### config.mk
export PLATFORM = sky130hd
export DESIGN_NAME = seq_array_multiplier_flat
export DESIGN_NICKNAME = d
export VERILOG_FILES = /design/src/rtl/seq_array_multiplier_pkg.sv /design/src/rtl/seq_array_multiplier_if.sv /design/src/rtl/seq_array_multiplier_fa_row.sv /design/src/rtl/seq_array_multiplier.sv /design/src/flat_wrapper.sv
export SDC_FILE = /design/constraint.sdc
export NUM_CORES = 1
export LEC_CHECK = 0
export BUFFER_PORTS_ARGS = -buffer_cell sky130_fd_sc_hd__clkbuf_2
export CORE_ASPECT_RATIO = 1.1
export CORE_UTILIZATION = 33
export CTS_CLUSTER_DIAMETER = 50
export DETAILED_ROUTE_END_ITERATION = 10
export GPL_TIMING_DRIVEN = 0
export SLEW_MARGIN = 20
export SYNTH_ARGS = -nofsm -noshare
export SYNTH_HDL_FRONTEND = slang
export SYNTH_SLANG_ARGS = --single-unit
### constraint.sdc
create_clock -name clk -period 6.5 [get_ports clk]
set_clock_uncertainty 0.1 [all_clocks]
set_input_delay 0.975 -clock clk [delete_from_list [all_inputs] [get_ports clk]]
set_output_delay 0.975 -clock clk [all_outputs]
set_load 0.005 [all_outputs]
### src/rtl/seq_array_multiplier_pkg.sv
// Shared types and helpers for the sequential array multiplier.
// Holds the FSM state enum and the iteration-counter width function.
package seq_mul_pkg;

  typedef enum logic [1:0] {
    IDLE = 2'd0,
    BUSY = 2'd1,
    DONE = 2'd2
  } state_t;

  function automatic int cnt_w(input int w);
    return $clog2(w + 1);
  endfunction

endpackage

### src/rtl/seq_array_multiplier_if.sv
// Operand / result handshake bundle for seq_array_multiplier.
// The master drives operands and takes results; the slave is the multiplier.
interface seq_array_multiplier_if #(
  parameter int WIDTH = 4
);

  logic               in_valid;
  logic               in_ready;
  logic               signed_md;
  logic [WIDTH-1:0]   a;
  logic [WIDTH-1:0]   b;
  logic               out_valid;
  logic               out_ready;
  logic [2*WIDTH-1:0] product;
  logic               busy;

  modport master (
    output in_valid,
    output signed_md,
    output a,
    output b,
    output out_ready,
    input  in_ready,
    input  out_valid,
    input  product,
    input  busy
  );

  modport slave (
    input  in_valid,
    input  signed_md,
    input  a,
    input  b,
    input  out_ready,
    output in_ready,
    output out_valid,
    output product,
    output busy
  );

endinterface

### src/rtl/seq_array_multiplier_fa_row.sv
// One WIDTH-bit ripple row of full adders, carry-in tied low.
// Produces the partial-product sum and the row carry-out.
module mul_fa_row #(
  parameter int WIDTH = 4
) (
  input  logic [WIDTH-1:0] a,
  input  logic [WIDTH-1:0] b,
  output logic [WIDTH-1:0] sum,
  output logic             cout
);

  logic [WIDTH:0] c;

  assign c[0] = 1'b0;

  for (genvar i = 0; i < WIDTH; i++) begin : g_fa
    assign sum[i] = a[i] ^ b[i] ^ c[i];
    assign c[i+1] = (a[i] & b[i])
                  | (a[i] & c[i])
                  | (b[i] & c[i]);
  end

  assign cout = c[WIDTH];

endmodule

### src/rtl/seq_array_multiplier.sv
// Iterative WIDTH x WIDTH shift-add multiplier, unsigned or signed.
// One partial product per cycle through a single full-adder row.
module seq_array_multiplier
  import seq_mul_pkg::*;
#(
  parameter int WIDTH = 4
) (
  input  logic                 clk,
  input  logic                 rst,
  seq_array_multiplier_if.slave bus
);

  localparam int CNT_W = cnt_w(WIDTH);
  localparam int PW    = 2 * WIDTH;

  state_t            state;
  // Bit 0 of the accumulator is never read back; it only
  // reaches the product through acc_nxt on the final step.
  logic [PW-1:1]     acc;
  logic [WIDTH-1:0]  mcand;
  logic [WIDTH-1:0]  mplr;
  logic              neg;
  logic [CNT_W-1:0]  cnt;

  logic [WIDTH-1:0]  addend;
  logic [WIDTH-1:0]  sum;
  logic              carry;
  logic [PW-1:0]     acc_nxt;
  logic              last;
  logic [WIDTH-1:0]  a_mag;
  logic [WIDTH-1:0]  b_mag;
  logic              neg_in;

  assign addend  = mplr[0] ? mcand : '0;
  assign acc_nxt = {carry, sum, acc[WIDTH-1:1]};
  assign last    = (cnt == CNT_W'(WIDTH - 1));

  assign a_mag  = (bus.signed_md & bus.a[WIDTH-1])
                ? -bus.a : bus.a;
  assign b_mag  = (bus.signed_md & bus.b[WIDTH-1])
                ? -bus.b : bus.b;
  assign neg_in = bus.signed_md
                & (bus.a[WIDTH-1] ^ bus.b[WIDTH-1]);

  assign bus.in_ready = (state == IDLE);

  mul_fa_row #(
    .WIDTH(WIDTH)
  ) u_row (
    .a    (acc[PW-1:WIDTH]),
    .b    (addend),
    .sum  (sum),
    .cout (carry)
  );

  always_ff @(posedge clk) begin
    if (rst) begin
      state         <= IDLE;
      acc           <= '0;
      mcand         <= '0;
      mplr          <= '0;
      neg           <= 1'b0;
      cnt           <= '0;
      bus.product   <= '0;
      bus.out_valid <= 1'b0;
      bus.busy      <= 1'b0;
    end else begin
      unique case (state)
        IDLE: begin
          if (bus.in_valid) begin
            mcand    <= a_mag;
            mplr     <= b_mag;
            neg      <= neg_in;
            acc      <= '0;
            cnt      <= '0;
            bus.busy <= 1'b1;
            state    <= BUSY;
          end
        end
        BUSY: begin
          acc  <= acc_nxt[PW-1:1];
          mplr <= mplr >> 1;
          cnt  <= cnt + 1'b1;
          if (last) begin
            bus.product   <= neg ? -acc_nxt : acc_nxt;
            bus.out_valid <= 1'b1;
            state         <= DONE;
          end
        end
        DONE: begin
          if (bus.out_ready) begin
            bus.out_valid <= 1'b0;
            bus.busy      <= 1'b0;
            state         <= IDLE;
          end
        end
        default: state <= IDLE;
      endcase
    end
  end

endmodule

### src/flat_wrapper.sv
// flat-port wrapper written by rule: the top's interface ports become plain ports
module seq_array_multiplier_flat import seq_mul_pkg::*;
#(
  parameter int WIDTH = 4
)
  (clk, rst, bus_in_valid, bus_signed_md, bus_a, bus_b, bus_out_ready, bus_in_ready, bus_out_valid, bus_product, bus_busy);
  seq_array_multiplier_if #(.WIDTH(WIDTH)) bus_i ();
  input  logic clk;
  input  logic rst;
  input wire logic [$bits(bus_i.in_valid)-1:0] bus_in_valid;
  input wire logic [$bits(bus_i.signed_md)-1:0] bus_signed_md;
  input wire logic [$bits(bus_i.a)-1:0] bus_a;
  input wire logic [$bits(bus_i.b)-1:0] bus_b;
  input wire logic [$bits(bus_i.out_ready)-1:0] bus_out_ready;
  output wire logic [$bits(bus_i.in_ready)-1:0] bus_in_ready;
  output wire logic [$bits(bus_i.out_valid)-1:0] bus_out_valid;
  output wire logic [$bits(bus_i.product)-1:0] bus_product;
  output wire logic [$bits(bus_i.busy)-1:0] bus_busy;
  assign bus_i.in_valid = bus_in_valid;
  assign bus_i.signed_md = bus_signed_md;
  assign bus_i.a = bus_a;
  assign bus_i.b = bus_b;
  assign bus_i.out_ready = bus_out_ready;
  assign bus_in_ready = bus_i.in_ready;
  assign bus_out_valid = bus_i.out_valid;
  assign bus_product = bus_i.product;
  assign bus_busy = bus_i.busy;
  seq_array_multiplier #(.WIDTH(WIDTH)) u_core (.clk(clk), .rst(rst), .bus(bus_i));
endmodule
==> summary.md <==
| Metric | Value |
|---|---|
| DR vias | about 1300 |
| Avg Cell Area, Syn | slightly above 8 sq um |
| Design area | 1810 sq um |
| GP Congestion | 0.734 |
| Global-route wire length before repair | ~5600 um |
| Initial antenna violation count | 0 |
| Status | finished clean |
| Initial Util | 0.351 |
| Diodes inserted | 0 |
| Fill count | 479 |
| Synth top area cells | dfxtp_1 (40%), a21oi_1 (6.5%), nand2_1 (6.1%) |
| Cell Pwr Density | 219 nW/um^2 |
| Mapped Area | 1540 sq um |
| Crit path capture type | flop |
| Ratio of cells with drive above 1 in the final layout | 0.156 |
| Placed cell areas | 1720 sq um |
| Crit path max-delay family | adder cells |
| Die area | 4940 sq um |
| DRC viols | 0 |
| Worst-path clk slew | 0.07 ns |
| Slowest stage cell, crit path | fa_1 |
| CTS tree | yes |
| Final WL | 3290 um |
| Worst skew pair latency | 0.28 ns |
| Sequential share of the synthesized area | 0.404 |
| Most numerous cell in the Yosys netlist | dfxtp_1 |
| Port bufs | 23 |
| Post-synth top area share | 0.404 |
| 1st-iter DRT viols | 51 |
| Antenna Violating Nets Remaining | 0 |
| Hold buffers post-CTS | 0 |
| Post-CTS Setup Bufs | 0 |
| H-tree Lvls | 2 |
| Die width | 67.1 um |
| Startpoint class of the critical path | flop |
| WHS | 0.354 ns |
| Library cells used by synthesis | 34 |
| Buffer and inverter count on the worst path | 2 |
| CP arrival | 2.80 ns |
| CP Cell Sequence | and2_1 > ha_1 > inv_1 > fa_1 > inv_1 > fa_1 > fa_1 > o41ai_1 > or4_1 > nand3_1 |
| CP max stage delay | just over 0.5 ns |
| Post-synth EDFFs | 0 |
| First-pass iteration count of the detailed router | 5 |
| Slew @ Worst Pin | 0.524 ns |
| I/O Pins | 24 |
| Core area | 4380 sq um |
| Unrepaired setup endpoints after global routing | false |
| CTS resizes | 0 |
| Leak | 0.721 nW |
| Worst min-delay path category | reg -> reg |
| Vias in the first global route | 1222 |
| Total GRT Usage | 0.154 |
| Pins Over Slew Limit | 0 |
| Max Cap Violations | 0 |
| Max frequency | about 370 MHz |
| Worst vdd ir | 0.0000785 V |
| Worst Path Class, Setup | reg -> reg |
| NumNets Final | 240 |
| Area Overhead vs Synth | 17.6% |
| Final Hold Vio Count | 0 |
| Hpwl dp | 2420 um |
| Critical path required time | 6.57 ns |
| Clock buffer depth | 2 |
| Worst Path Max Fanout | 5 |
| Slew margin rel. | 0.650 |
| Routed vias/inst | 4.87 |
| Setup TNS | 0 ns |
| Area leader, netlist | dfxtp_1 |
| Root Buffer Master | clkbuf_8 |
| Yosys warnings | 0 |
| Largest net degree at the start of global routing | 11 |
| # rows | 25 |
| Drt wl/cell | 12.1 um |
| Synth Instances | 188 |
| Async SR Flop Fraction | 0 |
| Endpoints failing setup | 0 |
| Synth top cells by count | dfxtp_1 (31), nand2_1 (25), nor2_1 (22) |
| DIE HEIGHT | 73.6 um |
| Top cell by count, worst path | fa_1 |
| Clock sinks | 31 |
| Dominant synthesized flop cell | dfxtp_1 |
| Minimum clock period | 2.73 ns |
| Post-Syn Nets | between 200 and 250 |
| CTS buffer count | 5 |
| Fin crit share | 0.421 |
| Synthesized flop and latch total | 31 |
| GR Overflow Total | 0 |
==> state kept, by name, indices dropped and copies added (netlist names) <==
signal                cells
u_core.bus.busy           1
u_core.acc                7
u_core.mplr               4
u_core.bus.product        8
u_core.mcand              4
u_core.cnt                3
u_core.state              2
u_core.neg                1
u_core.bus.out_valid      1
==> final timing paths <==
kind                                 startpoint               endpoint  slack [ns]  cells past startpoint
worst min-delay path            u_core.mcand[3]        u_core.mcand[3]        0.35                      2
worst max register to register   u_core.mplr[0]  u_core.bus.product[7]        3.77                     10
worst min register to register  u_core.mcand[3]        u_core.mcand[3]        0.35                      2
worst max-delay path             u_core.mplr[0]  u_core.bus.product[7]        3.77                     10
==> per-stage QoR <==
step                      cells   util  power, W  setup WS [ns]
after floorplan             188      -  0.000231           3.99
after global placement      265  0.393  0.000247           3.74
after detailed placement    265  0.393  0.000248           3.75
after CTS                   272  0.413  0.000402           3.75
after global routing        272  0.413  0.000418           3.51
final                       272  0.413  0.000396           3.77
==> metal layers <==
metal / GRT usage / wire length (um) / part of all wire
met3: 0.0466 / 96 / 0.029
met1: 0.198 / 1610 / 0.49
met5: 0 / 0 / 0
met2: 0.240 / 1550 / 0.47
met4: 0.0567 / 33 / 0.010
==> cell usage in the layout, fill, tap and decap left out, types with 5 or more instances in the layout <==
cell type   n
clkbuf_8    6
nand3_1    13
nor2_1     22
a21oi_1    20
a211oi_1    5
clkbuf_2   23
clkbuf_1    7
dfxtp_1    31
nand2_1    25
inv_1      11
ha_1        6
==> cell type report <==
type	count	area [sq um]	share of cell area
clock buffer	6	82.6	0.0457
timing repair buffer	23	115	0.0637
buffer	9	36.3	0.0201
sequential	31	621	0.343
clock inverter	1	5.00	0.00277
tap	54	67.6	0.0374
multi-input combinational	137	840	0.464
inverter	11	41.3	0.0228
==> cells by family after synthesis <==
kind of cell | share of synthesized area
and+or+nand+nor | 0.243
AOI/OAI and AO/OA | 0.161
DFF | 0.404
buffers and inverters | 0.0505
adders and majority gates | 0.0879
xor gates and xnor gates | 0.0399
muxes | 0.0138
==> worst min-delay path: cells and delay by family, from the launching register on <==
family	cells	cell delay, ns
compound gates	1	0.05
flops	1	0.31
simple gates	1	0.05
==> power breakdown <==
group	leakage [nW]	switching, W	internal [W]
clock network	0.0470	0.0000700	0.0000830
logic	0.422	0.0000271	0.0000162
registers	0.252	0.00000404	0.000196
total	0.721	0.000101	0.000295
Note: power is estimated with default switching activity, not from simulation.
